**src/rtl/rr_arb_mux.sv**
```systemverilog
// Multi-channel arbiter feeding a single registered output slot.
// Round-robin or fixed-priority grant; the output register refills on the same edge it drains.
module rr_arb_mux #(
    parameter int WIDTH = 32,
    parameter int NCH   = 4,
    parameter int MODE  = 0,
    localparam int SEL_W = (NCH > 1) ? $clog2(NCH) : 1
) (
    input  logic                 clk,
    input  logic                 rst,
    input  logic [NCH*WIDTH-1:0] in_data,
    input  logic [NCH-1:0]       in_valid,
    output logic [NCH-1:0]       in_ready,
    output logic [WIDTH-1:0]     out_data,
    output logic [SEL_W-1:0]     out_sel,
    output logic                 out_valid,
    input  logic                 out_ready
);

    logic [SEL_W-1:0] ptr;
    logic [SEL_W-1:0] grant;
    logic [SEL_W-1:0] ptr_next;
    logic [WIDTH-1:0] grant_data;
    logic             free;
    logic             load;

    // Walk the channels backwards from ptr+NCH-1 so the last hit is the first one after ptr.
    function automatic logic [SEL_W-1:0] rr_pick(input logic [NCH-1:0] v, input logic [SEL_W-1:0] p);
        logic [SEL_W-1:0] pick;
        int               k;
        pick = '0;
        k    = 0;
        for (int j = NCH - 1; j >= 0; j--) begin
            k = int'(p) + j;
            if (k >= NCH) begin
                k = k - NCH;
            end
            if (v[k]) begin
                pick = SEL_W'(k);
            end
        end
        return pick;
    endfunction

    function automatic logic [SEL_W-1:0] fixed_pick(input logic [NCH-1:0] v);
        logic [SEL_W-1:0] pick;
        pick = '0;
        for (int i = NCH - 1; i >= 0; i--) begin
            if (v[i]) begin
                pick = SEL_W'(i);
            end
        end
        return pick;
    endfunction

    assign free = !out_valid || out_ready;
    assign load = free && (|in_valid) && !rst;

    always_comb begin
        grant = '0;
        if (MODE == 1) begin
            grant = fixed_pick(in_valid);
        end else begin
            grant = rr_pick(in_valid, ptr);
        end
    end

    always_comb begin
        grant_data = '0;
        in_ready   = '0;
        for (int i = 0; i < NCH; i++) begin
            if (grant == SEL_W'(i)) begin
                grant_data  = in_data[i*WIDTH +: WIDTH];
                in_ready[i] = load;
            end
        end
    end

    // Explicit wrap keeps non-power-of-two channel counts inside 0..NCH-1.
    assign ptr_next = (grant == SEL_W'(NCH - 1)) ? '0 : grant + 1'b1;

    always_ff @(posedge clk) begin
        if (rst) begin
            ptr <= '0;
        end else if (load && (MODE == 0)) begin
            ptr <= ptr_next;
        end
    end

    always_ff @(posedge clk) begin
        if (rst) begin
            out_valid <= 1'b0;
            out_data  <= '0;
            out_sel   <= '0;
        end else if (load) begin
            out_valid <= 1'b1;
            out_data  <= grant_data;
            out_sel   <= grant;
        end else if (out_ready) begin
            out_valid <= 1'b0;
        end
    end

endmodule

```
**config.mk**
```make
export PLATFORM = sky130hd
export DESIGN_NAME = rr_arb_mux
export DESIGN_NICKNAME = d
export VERILOG_FILES = /design/src/rtl/rr_arb_mux.sv
export SDC_FILE = /design/constraint.sdc
export NUM_CORES = 1
export LEC_CHECK = 0
export BUFFER_PORTS_ARGS = -buffer_cell sky130_fd_sc_hd__buf_2
export CAP_MARGIN = 20
export CORE_MARGIN = 8
export CORE_UTILIZATION = 38
export DETAILED_ROUTE_END_ITERATION = 12
export GPL_TIMING_DRIVEN = 0
export PLACE_DENSITY = 0.76
export SYNTH_ARGS = -nofsm -noshare
export SYNTH_HDL_FRONTEND = slang
export SYNTH_SLANG_ARGS = --single-unit
```
**constraint.sdc**
```tcl
create_clock -name clk -period 3.05 [get_ports clk]
set_input_delay 0.1525 -clock clk [delete_from_list [all_inputs] [get_ports clk]]
set_output_delay 0.1525 -clock clk [all_outputs]
set_load 0.005 [all_outputs]
```
==> results.sh <==
export IMPL_dieArea_mm2=0.00905
export IMPL_ctsResizeCount=0
export IMPL_cts_setup_buffers=0
export IMPL_grt_overflow=0
export IMPL_setup_viol=0
export IMPL_fin_crit_ns=2.66
export IMPL_yosys_cell_types_count=28
export IMPL_cts_root_buf="clkbuf_8"
export IMPL_rows=29
export IMPL_drc=0
export IMPL_num_vias=3027
export IMPL_cp_required_ns=2.90
export IMPL_ios=174
export IMPL_netlist_instances=300
export IMPL_hp_class="input pin to register"
export IMPL_vdd_ir_drop_max_mv=0.261
export IMPL_synthArstFlopShare_pct=0
export IMPL_drtAntennaViolNets=0
export IMPL_firstDrtPassIters=4
export IMPL_drv_slew=0
export IMPL_syn_nets=439
export IMPL_crit_slowest_cell="o32ai_1"
export IMPL_timing_rr_start="ptr[1]"
export IMPL_crit_chain="a21boi_0 > o32ai_1 > inv_1 > ha_1 > clkbuf_1 > buf_2 > and2_1 > buf_2"
export IMPL_r2r_setup_slack_ns=0.43
export IMPL_fin_util_pct=55.7
export IMPL_p_leak_nw=1.79
export IMPL_cp_max_fo=10
export IMPL_holdPathStages=2
export IMPL_final_area_mm2=0.00346
export IMPL_start_util_pct=38.3
export IMPL_rsz0062_at_grt="false"
export IMPL_cts_sinks=37
export IMPL_slew_headroom_pct=58.5
export IMPL_wl_per_cell_um=16.9
export IMPL_outcome="finished clean"
export IMPL_ys_ff_latch=37
export IMPL_hold_viol_final=0
export IMPL_yosysSeqAreaShare_pct=31.1
export IMPL_cts_tree="done"
export IMPL_p_per_area_mw_per_mm2=575
export IMPL_grt_max_degree=12
export IMPL_synth_area_top_cells="dfxtp_1 31%, a21oi_1 16%, a221oi_1 12%, a211o_1 11%, a21oi_2 6.6%"
export IMPL_synth_flop_cell="dfxtp_1"
export IMPL_cts_max_level=2
export IMPL_die_w_um=95.1
export IMPL_die_h_um=95.1
export IMPL_timing_fmax_mhz=376
export IMPL_place_ws_ns=0.367
export IMPL_wirelength_um=9450
export IMPL_setup_tns_ns=0
export IMPL_reg2reg_depth=8
export IMPL_fin_ws_ns=0.393
export IMPL_grt_util_all_layers_pct=20.0
export IMPL_grt_pass1_vias=3154
export IMPL_via_per_inst=5.42
export IMPL_min_from="rst"
export IMPL_crit_type="register to output port"
export IMPL_placed_cell_area_mm2=0.00334
export IMPL_post_dp_hpwl_um=7380
export IMPL_area_delta_synth_final_pct=45.3
export IMPL_ctsHoldBuffers=0
export IMPL_synth_edf_count=0
export IMPL_maxCapViolCount=0
export IMPL_ys_top_cells_by_count="78 x a21oi_1, 37 x dfxtp_1, 34 x inv_1, 32 x a221oi_1, 31 x a211o_1"
export IMPL_tightestPinTransition_ns=0.622
export IMPL_io_buffers=173
export IMPL_skew_ns=0.00986
export IMPL_yosysTopAreaCell="dfxtp_1"
export IMPL_start_kind="register"
export IMPL_synth_top_area_share_pct=31.1
export IMPL_critPathMaxStageDelay_ns=0.53
export IMPL_grt_pass1_wl_um=14600
export IMPL_numCtsBuffers=5
export IMPL_gp_congestion=0.800
export IMPL_synthMostInstantiatedCell="a21oi_1"
export IMPL_clockBufferDepth=2
export IMPL_startpoint="ptr[1]"
export IMPL_core_mm2=0.00620
export IMPL_clkTransAtPathRegs_ns=0.08
export IMPL_cp_arrival_ns=2.50
export IMPL_period_share_pct=87.1
export IMPL_antenna_found_initial=0
export IMPL_nets=619
export IMPL_crit_path_frequent_cell="buf_2"
export IMPL_drtIter0Drc=80
export IMPL_clk_latency_ns=0.29
export IMPL_drive_gt1_share_pct=44.1
export IMPL_syn_area_per_cell_um2=7.93
export IMPL_antenna_cells=0
export IMPL_worstSetupEndpointType="output port"
export IMPL_yosysWarnings=0
export IMPL_synth_area_mm2=0.00238
==> cell type report <==
type	instances	area, µm²
clock inverters	1	30.0
repair buffers	173	866
fillers	602	2750
well taps	77	96.3
clock buffers	7	86.3
multi-input cells	196	1350
inverters	35	131
flip-flops and latches	37	741
plain buffers	32	160
==> sequential cells by signal, summed over array words and instances, names as in the netlist <==
| signal | flops |
|---|---|
| out_data | 32 |
| out_sel | 2 |
| ptr | 2 |
| out_valid | 1 |
==> layer usage <==
layer,GRT usage (%),part of all wire [%],up-vias
met1,24.7,42,1423
met3,5.91,8.7,4
li1,-,-,1472
met2,33.3,49,128
met4,4.94,0.60,0
met5,0,0,-
==> kinds of logic after synthesis <==
family | after synthesis | share of synthesized area (%)
DFF | 37 | 31.1
AOI/OAI and AO/OA | 166 | 48.2
and+or+nand+nor | 26 | 6.26
buffers and inverters | 67 | 12.3
adders and majority gates | 4 | 2.10
==> placed cells by master (no fill, tap or decap), types with 3 or more instances in the layout <==
| cell type | netlist | routed |
|---|---|---|
| ha_1 | 4 | 4 |
| buf_2 | 8 | 181 |
| a21oi_1 | 78 | 78 |
| buf_1 | 3 | 3 |
| nor2b_1 | 6 | 6 |
| nor2_1 | 4 | 4 |
| inv_1 | 34 | 34 |
| nand2_1 | 3 | 3 |
| dfxtp_1 | 37 | 37 |
| clkbuf_8 | 0 | 6 |
| and2_1 | 4 | 4 |
| a221oi_1 | 32 | 32 |
| buf_6 | 4 | 4 |
| a21oi_2 | 18 | 18 |
| nand3_1 | 3 | 3 |
| clkbuf_1 | 17 | 18 |
| a211o_1 | 31 | 31 |
==> report_power, final <==
part	leakage, nW	internal (W)	switching (W)
clock	0.0585	0.000267	0.000175
combinational	1.42	0.000428	0.000490
sequential	0.311	0.000579	0.0000485
total	1.79	0.00127	0.000713
==> worst max-delay path, delay by kind of cell, from the launching register on <==
family / cells / cell delay, ns
compound gates: 2 / 0.63
simple gates: 1 / 0.17
flops: 1 / 0.39
fa+ha+maj: 1 / 0.22
buf+inv: 4 / 0.79
==> final timing paths <==
kind / end
worst min register to register: out_sel[1]
worst min-delay path: out_valid
worst max-delay path: in_ready[3]
worst max register to register: out_data[23]
==> metrics by stage <==
stage / power [W] / hold WS, ns / std cells
after floorplan: 0.00121 / 0.225 / 300
after global placement: 0.00154 / 0.376 / 550
after global routing: 0.00213 / 0.0563 / 558
final: 0.00199 / 0.0708 / 558
after CTS: 0.00200 / 0.0624 / 558
after detailed placement: 0.00156 / 0.377 / 550
No activity file was read; power rests on OpenSTA's default activity.
